## src/rtl/hls_macc_launcher.sv

```systemverilog
// hls_macc_launcher: control and collection wrapper around the MACC core.
// Accepts one operand frame over valid/ready, holds the operands on core_i*,
// runs the core's ap_ctrl_hs start/ready/done protocol, captures o1/o2 on their
// vld strobes, keeps modulo-2^DW running sums of both results, and offers each
// result frame downstream over valid/ready. A watchdog abandons a frame whose
// core never completes (e.g. a core locked with the wrong key).
//
// Ports
//   ap_clk, ap_rst                 clock, synchronous active-high reset
//   in_valid/in_ready, in_i*       operand frame handshake and payload
//   core_i*, core_start            registered operands and ap_start to the core
//   core_done/ready/idle           ap_ctrl_hs status from the core (idle unused)
//   core_o1/o2, core_o*_vld        core results and their strobes
//   res_valid/res_ready, res_o*    result frame handshake and payload
//   acc_o1/o2, acc_clr             running result sums and their clear
//   frame_cnt                      completed (handed-off) frames, wraps
//   err, err_clr                   sticky timeout / missing-vld flag and clear
module hls_macc_launcher #(
  parameter int unsigned TIMEOUT_CYCLES = 16,
  parameter int unsigned DW             = 32
) (
  input  logic          ap_clk,
  input  logic          ap_rst,
  input  logic          in_valid,
  output logic          in_ready,
  input  logic [DW-1:0] in_i1,
  input  logic [DW-1:0] in_i2,
  input  logic [DW-1:0] in_i3,
  input  logic [DW-1:0] in_i4,
  input  logic [DW-1:0] in_i6,
  output logic [DW-1:0] core_i1,
  output logic [DW-1:0] core_i2,
  output logic [DW-1:0] core_i3,
  output logic [DW-1:0] core_i4,
  output logic [DW-1:0] core_i6,
  output logic          core_start,
  input  logic          core_done,
  input  logic          core_ready,
  input  logic          core_idle,
  input  logic [DW-1:0] core_o1,
  input  logic [DW-1:0] core_o2,
  input  logic          core_o1_vld,
  input  logic          core_o2_vld,
  output logic          res_valid,
  input  logic          res_ready,
  output logic [DW-1:0] res_o1,
  output logic [DW-1:0] res_o2,
  output logic [DW-1:0] acc_o1,
  output logic [DW-1:0] acc_o2,
  input  logic          acc_clr,
  output logic [15:0]   frame_cnt,
  output logic          err,
  input  logic          err_clr
);

  localparam int unsigned WD_W  = 17;
  localparam int unsigned CNT_W = 16;

  typedef enum logic [1:0] {
    ST_IDLE   = 2'd0,
    ST_LAUNCH = 2'd1,
    ST_OUT    = 2'd2
  } state_t;

  state_t          state;
  logic [WD_W-1:0] wdog;
  logic            ready_seen;

  logic accept_c;
  logic finish_c;
  logic timeout_c;
  logic miss_c;
  logic unused_c;

  // core_idle is status only; the FSM tracks the core through start/ready/done
  assign unused_c = core_idle;

  // Frame events. A core that raised ap_ready earlier may still signal done later.
  // Done beats a same-cycle timeout. wdog+1 is the number of LAUNCH cycles
  // including the current one, so the frame gets exactly TIMEOUT_CYCLES cycles.
  always_comb begin
    accept_c  = 1'b0;
    finish_c  = 1'b0;
    timeout_c = 1'b0;
    miss_c    = 1'b0;
    accept_c  = (state == ST_IDLE) && in_ready && in_valid;
    finish_c  = (state == ST_LAUNCH) && core_done && (core_ready || ready_seen);
    timeout_c = (state == ST_LAUNCH) && !finish_c &&
                ((wdog + WD_W'(1)) == WD_W'(TIMEOUT_CYCLES));
    miss_c    = finish_c && !(core_o1_vld && core_o2_vld);
  end

  // Frame FSM with registered handshake, operand and result outputs
  always_ff @(posedge ap_clk) begin
    if (ap_rst) begin
      state      <= ST_IDLE;
      in_ready   <= 1'b0;
      core_start <= 1'b0;
      res_valid  <= 1'b0;
      wdog       <= '0;
      ready_seen <= 1'b0;
      frame_cnt  <= '0;
      core_i1    <= '0;
      core_i2    <= '0;
      core_i3    <= '0;
      core_i4    <= '0;
      core_i6    <= '0;
      res_o1     <= '0;
      res_o2     <= '0;
    end else begin
      case (state)
        ST_IDLE: begin
          if (accept_c) begin
            core_i1    <= in_i1;
            core_i2    <= in_i2;
            core_i3    <= in_i3;
            core_i4    <= in_i4;
            core_i6    <= in_i6;
            in_ready   <= 1'b0;
            core_start <= 1'b1;
            wdog       <= '0;
            ready_seen <= 1'b0;
            state      <= ST_LAUNCH;
          end else begin
            in_ready <= 1'b1;
          end
        end

        ST_LAUNCH: begin
          wdog <= wdog + WD_W'(1);
          // ap_ctrl_hs: start stays high until ready is sampled
          if (core_ready) begin
            core_start <= 1'b0;
            ready_seen <= 1'b1;
          end
          if (finish_c) begin
            if (core_o1_vld) res_o1 <= core_o1;
            if (core_o2_vld) res_o2 <= core_o2;
            core_start <= 1'b0;
            res_valid  <= 1'b1;
            state      <= ST_OUT;
          end else if (timeout_c) begin
            core_start <= 1'b0;
            in_ready   <= 1'b1;
            state      <= ST_IDLE;
          end
        end

        ST_OUT: begin
          if (res_ready) begin
            res_valid <= 1'b0;
            in_ready  <= 1'b1;
            frame_cnt <= frame_cnt + CNT_W'(1);
            state     <= ST_IDLE;
          end
        end

        default: begin
          core_start <= 1'b0;
          res_valid  <= 1'b0;
          in_ready   <= 1'b0;
          state      <= ST_IDLE;
        end
      endcase
    end
  end

  // Running sums; a clear overrides a same-cycle add. Missing results are not summed.
  always_ff @(posedge ap_clk) begin
    if (ap_rst || acc_clr) begin
      acc_o1 <= '0;
      acc_o2 <= '0;
    end else if (finish_c) begin
      if (core_o1_vld) acc_o1 <= acc_o1 + core_o1;
      if (core_o2_vld) acc_o2 <= acc_o2 + core_o2;
    end
  end

  // Sticky error; a same-cycle set beats the clear
  always_ff @(posedge ap_clk) begin
    if (ap_rst) begin
      err <= 1'b0;
    end else if (timeout_c || miss_c) begin
      err <= 1'b1;
    end else if (err_clr) begin
      err <= 1'b0;
    end
  end

endmodule

```

## config.mk

```make
export PLATFORM = sky130hd
export DESIGN_NAME = hls_macc_launcher
export DESIGN_NICKNAME = d
export VERILOG_FILES = /design/src/rtl/hls_macc_launcher.sv
export SDC_FILE = /design/constraint.sdc
export NUM_CORES = 1
export LEC_CHECK = 0
export ABC_AREA = 1
export CAP_MARGIN = 15
export CORE_AREA = 5 5 209 211
export DETAILED_ROUTE_END_ITERATION = 8
export DIE_AREA = 0 0 214 216
export GPL_ROUTABILITY_DRIVEN = 0
export GPL_TIMING_DRIVEN = 0
export PLACE_DENSITY_LB_ADDON = 0.15
export SLEW_MARGIN = 25
export SYNTH_ARGS = -nofsm -noshare
export SYNTH_HDL_FRONTEND = slang
export SYNTH_SLANG_ARGS = --single-unit
```

## constraint.sdc

```tcl
create_clock -name ap_clk -period 2.8 [get_ports ap_clk]
set_input_delay 0.42 -clock ap_clk [delete_from_list [all_inputs] [get_ports ap_clk]]
set_output_delay 0.42 -clock ap_clk [all_outputs]
set_load 0.01 [all_outputs]
```

# Word level (Yosys, flattened, before mapping)
# Index checks and enable logic that the tools add are counted.
[op_classes]
bitwise_logic = 2
n_eq_ne = 11
addsub = 4
reduce_logical = 28
muxes = 25
[ops]
columns = ["op", "count"]
rows = [
  ["$add 32x32->32", 2],
  ["$pmux 17 s2", 1],
  ["$reduce_and 3->1", 7],
  ["$add 17x1->17 const B", 1],
  ["$eq 17x5->1 const B", 1],
  ["$mux 17", 1],
  ["$add 16x1->16 const B", 1],
  ["$mux 1", 14],
  ["$ne 2x2->1 const B", 6],
  ["$reduce_and 2->1", 5],
  ["$pmux 1 s3", 3],
  ["$logic_and 1x1->1", 8],
  ["$mux 2", 4],
  ["$pmux 2 s3", 1],
  ["$ne 4x4->1 const B", 1],
  ["$reduce_bool 2->1", 2],
  ["$logic_or 1x1->1", 3],
  ["$ne 3x3->1 const B", 1],
  ["$eq 2x1->1 const B", 1],
  ["$eq 2x2->1 const B", 1],
  ["$logic_not 1->1", 2],
  ["$logic_not 2->1", 1],
  ["$not 1->1", 2],
  ["$pmux 1 s2", 1],
]
[word_totals]
wordCells = 87
regBits = 328
output_inout_bits = 308
input_bits = 235

# Depth between registers and ports, before layout
# Gate-level depths: netlist of the first run.
[logic_depth]
depth_word = 9
depth_mapped = 16
depth_no_buf = 16

# Least setup slack after synthesis of the first run
# OpenSTA, ideal clock, no wires.
[synth_path]
path_kind = "input to register"
from = "input core_o1[0]"
to = "register acc_o1[30]"
setup_time_ns = 0.109
required_time_ns = 2.691
n_path_buf = 0
path_stages = 14
arrival_time_ns = 2.059
setup_slack_ns = 0.632
cell_sequence = "ha_1 -> inv_1 -> fa_1 -> inv_1 -> nand3_1 -> nand2_1 -> a21oi_1 -> o21ai_1 -> a21o_1 -> nand2_1 -> nand3_1 -> nand3_1 -> nand2_1 -> inv_1"
[synth_via]
elab_chain_cells = 1
[synth_lines]
columns = ["element", "line_no", "text"]
rows = [
  ["from (decl)", "40", "input logic [DW-1:0] core_o1,"],
  ["$add 32x32->32", "174", "if (core_o1_vld) acc_o1 <= acc_o1 + core_o1;"],
  ["to (signal assigned)", "174", ""],
  ["to (decl)", "48", "output logic [DW-1:0] acc_o1,"],
]
# No other way between the ends.
# A chain may end at the register's enable or synchronous reset.

# Final worst setup path of the first run
# Same ends and word-level chain as after synthesis.

==> out/summary.txt, run 1 <==
Yosys top cell area share: 41.4%
CTS Buf Count: 39
Row count: 75
Syn-to-layout area delta: 46.5%
P per Cell Area: 592 nW/um^2
Crit end category: register
Register-to-register setup slack: 0.24 ns
Largest net degree at the start of global routing: 13
Port bufs: 540
DRC violations left: 0
DIE AREA: 46200 um^2
Crit-path leading delay family: compound AO/OA/AOI/OAI gates
Pins Over Slew Limit: 0
Tcrit/Tclk final: 91.6%
CP peak stage delay: 0.52 ns
Final nets: 3174
Final worst path period need: 2.56 ns
Fillers: 3982
Post-synth EDFFs: 0
Hold Startpoint: in_i2[13]
Top Ports: 543
Final WL: 60300 um
Crit path cell chain: clkdlybuf4s50_1, ha_1, inv_1, fa_1, inv_1, nand3_1, nand2_1, a21oi_1, o21ai_2, a21o_1, nand2_1, nand3_1, nand3_1, nand2_1, inv_1
WHS Endpoint: core_i2[13]
First-pass GRT wire length: 93400 um
Max H-tree Level: 2
Post-route core utilization: 55.9%
Ranking of synthesized cells by area: dfxtp_1 (41%), nand2_1 (14%), a21oi_1 (8.9%)
Sw Ratio: 29.7%
Yosys cell types: 45
Post-synthesis sequential area ratio: 41.4%
Dominant cell type by area after synthesis: dfxtp_1
FF+latch count, synth: 328
Chip height: 216 um
Vias: 17199
Placed Cells: 3367
Initial Util: 38.2%
Outcome: completed
Int Power: 9.67 mW
Max stage delay cell, worst path: clkdlybuf4s50_1
Reg-to-reg endpoint: acc_o1[30]
Reg2reg start: acc_o1[0]
Power share of the clock group: 36.7%
Via-to-Cell Ratio: 5.00
Unrepaired setup endpoints after global routing: false
Clock Skews: 0.0155 ns
Top post-synthesis cells by count: nand2_1 (586), nor2_1 (332), dfxtp_1 (328)
Primary FF master, synth: dfxtp_1
Startpoint types: input pin
Worst Setup Slack post-DPL: -0.377 ns
CP bufs+invs: 4
Max Freq: 390 MHz
Final hold vios: 0
Setup Viol. Count Final: 0
Area occupied by multi-input gates: 8220 um^2
Crit path max fanout: 4
Mapped Area: 15900 um^2
Post-DRT Antenna Nets: 0
Sink Count: 328
Register area: 6570 um^2
DP Wirelength: 48100 um
Least-Margin Pin Slew: 0.797 ns
Slew Limit Headroom: 46.7%
CTS root buffer: clkbuf_16
LEAKAGE: 9.37 nW
Layout cells sized above 1: 3.87%
Setup Buffers After CTS: 0
Hold path depth: 3
Die width: 214 um
Initial antenna violation count: 5
Switch Pwr: 4.08 mW
Longest Clk Path Bufs: 3
Syn Area/Cell: 6.94 um^2
Syn Inst Count: 2288
Seq pwr share: 39.0%
Grt ovf: 0
Clock tree from TritonCTS: built
YS warnings: 0
Gr usage total: 24.8%
Core ar.: 41600 um^2
CP arrival: 3.01 ns
DR iter-0 viols: 1106
Critical Path RT: 3.25 ns
Worst-Skew Late Latency: 0.55 ns
Ys async rst share: 0%
R2R cell count: 14
Post-route insts no fill: 3440
Max-Cap Viols: 0
CTS Hold Buffers Added: 0
Setup WS post-layout: 0.236 ns
Wire length per cell: 17.5 um
Syn Nets: 2593
Vias in the first global route: 16790
Hold Crit Class: in -> reg
Total power: 13.8 mW
Critical Path Start: core_o1[0]
VDD IR max: 441 uV
CTS clock-pin slew for the worst setup and hold paths: 0.06 ns
Crit Path Category: in -> reg
Comb pwr share: 24.3%
DRT Pass-1 Iters: 6
Most frequent cell after synthesis: nand2_1
## cell usage in the layout (no fill, tap or decap), drive strengths merged, types with 9 or more instances in the layout
| master | netlist | layout |
|---|---|---|
| a21o | 16 | 16 |
| a21oi | 283 | 283 |
| buf | 24 | 24 |
| clkbuf | 74 | 130 |
| clkdlybuf4s50 | 0 | 540 |
| clkinv | 2 | 11 |
| dfxtp | 328 | 328 |
| ha | 68 | 68 |
| inv | 182 | 183 |
| nand2 | 594 | 594 |
| nand3 | 83 | 83 |
| nand4 | 16 | 16 |
| nor2 | 344 | 344 |
| nor3 | 25 | 25 |
| o21ai | 153 | 153 |
| o21bai | 9 | 9 |
| xor2 | 36 | 36 |
## worst max-delay path by stage
stage,end,slack [ns],depth (start not counted)
3_3_place_gp,acc_o1[22],-0.37,15
5_1_grt,wdog[10],0.009,10
4_1_cts,core_i4[19],0.05,8
3_5_place_dp,acc_o1[30],-0.38,15
6_report,acc_o1[30],0.24,15
2_1_floorplan,acc_o1[30],0.63,14
## layer usage
metal,wire [um],vias up,global-route usage [%]
li1,-,8590,-
met1,24600,7878,29.4
met2,28200,595,42.0
met3,5170,136,7.71
met4,2350,0,10.0
met5,0,-,0
## logic make-up (layout without fill, tap and decap cells)
family	after synthesis	count (layout)	share of synthesized area, %
flip-flops	328	328	41.4
buffers and inverters	282	890	6.84
other	0	5	0
adder cells (fa/ha/maj)	70	70	5.61
AO/OA/AOI/OAI	489	489	16.3
XOR/XNOR	43	43	2.42
AND/OR/NAND/NOR	1076	1076	27.4
## cell type report
type / instances / share of cell area [%]
inverter: 184 / 2.97
antenna: 5 / 0.0538
buffer: 98 / 1.71
clock inverter: 12 / 0.538
clock buffer: 56 / 4.95
tap: 539 / 2.90
sequential: 328 / 28.2
timing repair buffer: 540 / 23.3
multi-input combinational: 1678 / 35.4
## through the flow
stage	setup TNS [ns]	area, um^2	hold WS (ns)
after detailed placement	-9.37	21900	0.455
after CTS	0	23200	0.394
after floorplan	0	15900	0.455
after global placement	-6.92	21900	0.451
after global routing	0	23200	0.417
final	0	23200	0.431
## worst register-to-register path, stage by stage, from the launching register on
cell	delay [ns]
dfxtp_1	0.39
ha_1	0.23
inv_1	0.07
fa_1	0.40
inv_1	0.07
nand3_1	0.06
nand2_1	0.15
a21oi_1	0.17
o21ai_2	0.26
a21o_1	0.27
nand2_1	0.11
nand3_1	0.09
nand3_1	0.09
nand2_1	0.08
inv_1	0.03
## power by group through the flow
| stage | logic [mW] | registers [mW] | clock network [mW] |
|---|---|---|---|
| floorplan | 1.37 | 5.63 | 0 |
| detailed placement | 3.33 | 5.45 | 0 |
| finish | 3.34 | 5.36 | 5.05 |
| global route | 3.66 | 5.41 | 5.40 |
| global placement | 3.29 | 5.43 | 0 |
| CTS | 3.35 | 5.36 | 5.19 |
## sequential cells by signal, indices dropped and copies added (netlist names)
name        count
acc_o1         32
acc_o2         32
core_i1        32
core_i2        32
core_i3        32
core_i4        32
core_i6        32
res_o1         32
res_o2         32
wdog           17
frame_cnt      16
state           2
core_start      1
err             1
in_ready        1
ready_seen      1
res_valid       1
## repair_timing
action                                 CTS  global route
setup endpoints to repair                0           102
endpoints found under the hold margin    0             0
resized for setup                        0             6
No activity file was read; power rests on OpenSTA's default activity.
==> inputs of run 2 (changes only) <==
--- a/config.mk
+++ b/config.mk
@@ -13,6 +13,7 @@
 export GPL_ROUTABILITY_DRIVEN = 0
 export GPL_TIMING_DRIVEN = 0
 export PLACE_DENSITY_LB_ADDON = 0.15
+export SKIP_LAST_GASP = 1
 export SLEW_MARGIN = 25
 export SYNTH_ARGS = -nofsm -noshare
 export SYNTH_HDL_FRONTEND = slang
==> results of run 2 <==
Final layout, timing and power as in run 1 (identical DEF).
==> inputs of run 3 (changes only) <==
--- a/config.mk
+++ b/config.mk
@@ -8,6 +8,7 @@
 export ABC_AREA = 1
 export CAP_MARGIN = 15
 export CORE_AREA = 5 5 209 211
+export CTS_CLUSTER_SIZE = 25
 export DETAILED_ROUTE_END_ITERATION = 8
 export DIE_AREA = 0 0 214 216
 export GPL_ROUTABILITY_DRIVEN = 0
==> results of run 3 <==
Final layout, timing and power as in run 1 (identical DEF).
==> edit 1, RTL diff (flow settings as in run 3) <==
Make the reset (`ap_rst`) asynchronous in 2 clocked blocks. Comments in the files are not updated.
--- a/src/rtl/hls_macc_launcher.sv
+++ b/src/rtl/hls_macc_launcher.sv
@@ -91,7 +91,7 @@
   end
 
   // Frame FSM with registered handshake, operand and result outputs
-  always_ff @(posedge ap_clk) begin
+  always_ff @(posedge ap_clk or posedge ap_rst) begin
     if (ap_rst) begin
       state      <= ST_IDLE;
       in_ready   <= 1'b0;
@@ -177,7 +177,7 @@
   end
 
   // Sticky error; a same-cycle set beats the clear
-  always_ff @(posedge ap_clk) begin
+  always_ff @(posedge ap_clk or posedge ap_rst) begin
     if (ap_rst) begin
       err <= 1'b0;
     end else if (timeout_c || miss_c) begin
Behaviour: differs if ap_rst is asserted again (counterexample within 4 cycles, from zero or initial values and one cycle with ap_rst high); with ap_rst held inactive, the same outputs for 4 cycles.
==> edit 1 against run 3 <==
Critical path depth fell by 7. Worst setup slack improved by 38 ps. Area after synthesis rose by 5.1%. Final cell count fell by 0.41%. Hold slack got worse by 110 ps. Sequential cell count did not move. Clock skew rose by 2.7 ps. Count of clock-buffer cells in the layout rose by 8. Routed wire length rose by 2.1%. Utilization rose by 2.5 points. Final area rose by 4.5%. Critical endpoint is now core_i6[28]$_DFFE_PP0P_. Largest cell class is now flip-flops and latches.
Power is not compared: it rests on default switching activity, and its combinational part moved more than twofold at a synthesized area within 25%.
==> edit 1: results (changes against run 3) <==
.. list-table::
   :header-rows: 1

   * - Metric
     - Value
   * - Outcome
     - completed
   * - Met3 wire length
     - 4.74 mm (-8.2%)
   * - Gate count after technology mapping
     - 2262 (-1.1%)
   * - Final hold slack
     - 320 ps (-111 ps)
   * - Startpoint of the most critical register-to-register path
     - state[1]$_DFFE_PP0P_
   * - Fraction of synthesis flops using an asynchronous set or reset pin
     - 80.5% (+80 points)
   * - Initial antenna violation count
     - 4 (-1)
   * - Sequential portion of the cell area
     - 32.5% (+4.2 points)
   * - Number of standard cells in the layout, taps in and fillers out
     - 3426 (-0.41%)
   * - Commonest register cell after synthesis
     - sky130_fd_sc_hd__dfrtp_1
   * - Adder-cell area share of the yosys netlist
     - 5.34% (-0.27 points)
   * - Area share of xor/xnor cells in the synthesized design
     - 1.99% (-0.43 points)
   * - CP endpoint
     - core_i6[28]$_DFFE_PP0P_
   * - Share of cell area taken by multi-input logic gates
     - 32.3% (-3.0 points)
   * - CLK BUF
     - 64 (+14%)
   * - Clock latency on the worst-skew pair
     - 570 ps (+20 ps)
   * - Filler Cell Count
     - 3785 (-4.9%)
   * - Post-Route M1 WL
     - 25.9 mm (+5.7%)
   * - Met1 layer usage reported by global route
     - 33.0% (+3.6 points)
   * - Category of the critical setup timing path
     - reg2reg
   * - Cell type of the slowest stage on the worst timing path
     - sky130_fd_sc_hd__dfrtp_1
   * - Worst-case headroom to the max-slew limit
     - 33.2% (-13 points)
   * - Post-layout power
     - 21500 uW
   * - Library cells used by synthesis
     - 40 (-11%)
   * - Post-layout nets
     - 3157 (-0.54%)
   * - Ratio of cells with drive above 1 in the final layout
     - 4.20% (+0.33 points)
   * - Synth Area in Compound Gates
     - 7.73% (-8.6 points)
   * - Crit path arrival time
     - 3030 ps (+20 ps)
   * - Final worst clock skew
     - 18.3 ps (+2.75 ps)
   * - GRT met3 Usage
     - 6.98% (-0.73 points)
   * - Mux contribution to synthesized area
     - 0.0675% (+0.067 points)
   * - Number of nets in the synthesized netlist
     - 2567 (-1.0%)
   * - Resized cells post-CTS
     - 2 (+2)
-- edit 1: changes by cell type in the layout (fill, tap and decap cells not counted), moves of 8 or more --
cell                       before  now
sky130_fd_sc_hd__a21oi_1      283   92
sky130_fd_sc_hd__clkbuf_1      79   58
sky130_fd_sc_hd__inv_1        180  169
sky130_fd_sc_hd__nand2_1      586  970
sky130_fd_sc_hd__a21o_1        16    5
sky130_fd_sc_hd__o21ai_0      145   96
sky130_fd_sc_hd__buf_12         0    8
sky130_fd_sc_hd__dfrtp_1        0  264
sky130_fd_sc_hd__dfxtp_1      328   64
sky130_fd_sc_hd__nor2_1       331  233
sky130_fd_sc_hd__nor3_1        25   12
sky130_fd_sc_hd__xor2_1        35   26
-- edit 1: cell families after synthesis --
kind of cell / count (synthesis)
flip-flops: 328
XOR/XNOR: 38
buffers and inverters: 243
adder cells (fa/ha/maj): 70
multiplexers: 1
AND/OR/NAND/NOR: 1344
AO/OA/AOI/OAI: 238
==> edit 2, RTL diff (flow settings as in run 3) <==
Made on the original files. Change the localparam `WD_W` from 17 to 34.
--- a/src/rtl/hls_macc_launcher.sv
+++ b/src/rtl/hls_macc_launcher.sv
@@ -53,7 +53,7 @@
   input  logic          err_clr
 );
 
-  localparam int unsigned WD_W  = 17;
+  localparam int unsigned WD_W  = 34;
   localparam int unsigned CNT_W = 16;
 
   typedef enum logic [1:0] {
Function: no difference found for any inputs over 4 cycles, from zero or initial values and one cycle with ap_rst high; that may be too few to reach the edited logic, so the function may still have changed.
==> edit 2 against run 3 <==
Utilization is 2.7 points higher. Total power rose by 4.7%. Critical path type is now reg2reg. Non-clock buffer count grew 4. Critical endpoint is now wdog[32]$_SDFFE_PP0P_. Area after synthesis grew 6.4%. Fmax decreased by 1.1%. Worst setup slack got worse by 29 ps. Sequential cell count up 17. Final area up 4.8%. Routed wire length rose by 7.0%.
==> edit 2: results (changes against run 3) <==
.. list-table::
   :header-rows: 1

   * - Metric
     - Value
   * - Outcome
     - completed
   * - Detailed-route vias per instance
     - 5.06 (+1.3%)
   * - Largest net degree at the start of global routing
     - 14 (+1)
   * - Worst-case clock buffer depth
     - 3 (unchanged)
   * - Top cell types by occurrence after synthesis
     - sky130_fd_sc_hd__nand2_1, sky130_fd_sc_hd__nor2_1, sky130_fd_sc_hd__dfxtp_1
   * - Root buf cell
     - sky130_fd_sc_hd__clkbuf_16
   * - Library cells used by synthesis
     - 44 (-2.2%)
   * - Starting DRC count in detailed routing
     - 1329 (+20%)
   * - Buffers inserted by post-CTS timing repair
     - 0 (unchanged)
   * - Cell type of the slowest stage on the worst timing path
     - sky130_fd_sc_hd__nand3_1
   * - Final worst clock skew
     - 19.8 ps (+4.27 ps)
   * - Top cells by area in the synthesized netlist
     - sky130_fd_sc_hd__dfxtp_1, sky130_fd_sc_hd__nand2_1, sky130_fd_sc_hd__a21oi_1
   * - Highest ir drop seen on vdd
     - 0.000436 V (-1.3%)
   * - DPL Wire Length
     - 51.2 mm (+6.6%)
   * - Tightest Pin Transition
     - 814 ps (+16.9 ps)
   * - Largest reg by FF count
     - wdog
   * - Total clock buffers created by CTS
     - 40 (+2.6%)
   * - Global routing usage on met2
     - 47.1% (+5.0 points)
   * - Worst-path clk slew
     - 60 ps (about the same)
   * - Count of port buffers added during placement
     - 540 (unchanged)
   * - Vias in the first global route
     - 17700 (+5.3%)
   * - Switching Power
     - 4340 uW (+6.3%)
   * - First-pass GRT wire length
     - 100 mm (+7.4%)
   * - Number of nets in the synthesized netlist
     - 2768 (+6.7%)
   * - Lkg Pwr
     - 0.00992 uW (+5.9%)
   * - Critical path fanouts, max
     - 10 (+6)
   * - Initial antenna violation count
     - 5 (unchanged)
   * - Clock latency on the worst-skew pair
     - 580 ps (+30 ps)
   * - H-tree level count
     - 2 (unchanged)
   * - Worst slack after detailed placement
     - -609 ps (-232 ps)
   * - Kind of path behind the tightest hold check
     - in2reg
   * - Wire length reported by the detailed router
     - 64.5 mm (+7.0%)
   * - Placement Cell Area
     - 23000 um^2 (+4.6%)
   * - Largest register FFs
     - 34
   * - Ratio of cells with drive above 1 in the final layout
     - 3.77% (-0.095 points)
   * - Ys Warns
     - 0 (unchanged)
   * - Post-layout nets
     - 3349 (+5.5%)
   * - Crit path arrival time
     - 3090 ps (+80 ps)
   * - Fraction of synthesis flops using an asynchronous set or reset pin
     - 0% (unchanged)
   * - Sequential fraction of the synthesis area
     - 40.9% (-0.46 points)
   * - CP peak stage delay
     - 380 ps (-140 ps)
   * - GRT Overall Usage
     - 26.7% (+1.9 points)
   * - Detailed-router iteration count before antenna repair
     - 6 (unchanged)
   * - GRT met3 Usage
     - 6.68% (-1.0 points)
   * - Met1 layer usage reported by global route
     - 32.1% (+2.6 points)
   * - Mean Syn Cell Area
     - 6.86 um^2 (-1.1%)
==> edit 2: area by class of cell <==
class,count,area (um^2)
Timing Repair Buffer,540,5410
Sequential cell,345,6910
Clock buffer,55,1150
Multi-Input combinational cell,1806,8800
Clock inverter,19,208
Tap cell,539,674
Buffer,102,409
Antenna cell,6,15.0
Fill cell,3890,17200
Inverter,208,781
==> edit 2: layer usage <==
metal  routed length (um)  share of wire [%]  up-vias
li1                     -                  -     9086
met1                25900                 40     8430
met2                31400                 49      704
met3                 5270                8.2      115
met4                 1910                3.0        0
met5                    0                  0        -
==> edit 2: path summary, 6_finish.rpt <==
check                                start                  endpoint  slack (ps)  cells past startpoint
hold / removal                   in_i4[18]  core_i4[18]$_SDFFE_PP0P_         400                      3
hold reg to reg   core_i2[19]$_SDFFE_PP0P_  core_i2[19]$_SDFFE_PP0P_         460                      2
setup reg to reg     state[0]$_SDFFE_PP0P_     wdog[32]$_SDFFE_PP0P_         210                     10
setup / recovery     state[0]$_SDFFE_PP0P_     wdog[32]$_SDFFE_PP0P_         210                     10
==> edit 2: logic make-up after synthesis <==
kind of cell	count (synthesis)	share of synthesized area, %
AO/OA/AOI/OAI	499	15.8
XOR/XNOR	57	2.96
adder cells (fa/ha/maj)	71	5.35
buffers and inverters	311	6.98
flip-flops	345	40.9
AND/OR/NAND/NOR	1179	28.0
==> edit 2: through the flow <==
stage / cells / hold WS, ps / util, %
detailed placement: 3541 / 454 / 55.2
global route: 3620 / 394 / 58.6
global placement: 3541 / 451 / 55.2
CTS: 3615 / 363 / 58.5
finish: 3620 / 399 / 58.6
floorplan: 2462 / 446 / -
==> edit 2: power groups by stage <==
stage / clock network [uW] / registers (uW) / logic [uW]
floorplan: 0 / 5880 / 1400
global placement: 0 / 5690 / 3360
detailed placement: 0 / 5710 / 3400
CTS: 5470 / 5600 / 3430
global route: 5670 / 5660 / 3740
finish: 5350 / 5610 / 3430
==> edit 2: repair_timing <==
action	in CTS	in global routing
resized for setup	1	29
endpoints found under the setup margin	1	151
gates cloned	0	0
hold buffers	0	0
hold endpoints to repair	0	0
==> edit 2: critical path: cells and delay by family, from the launching register on <==
kind | cells | cell delay, ps
AO/OA/AOI/OAI | 1 | 150
AND/OR/NAND/NOR | 4 | 880
flip-flops | 1 | 360
buffers and inverters | 4 | 870
adder cells (fa/ha/maj) | 1 | 250
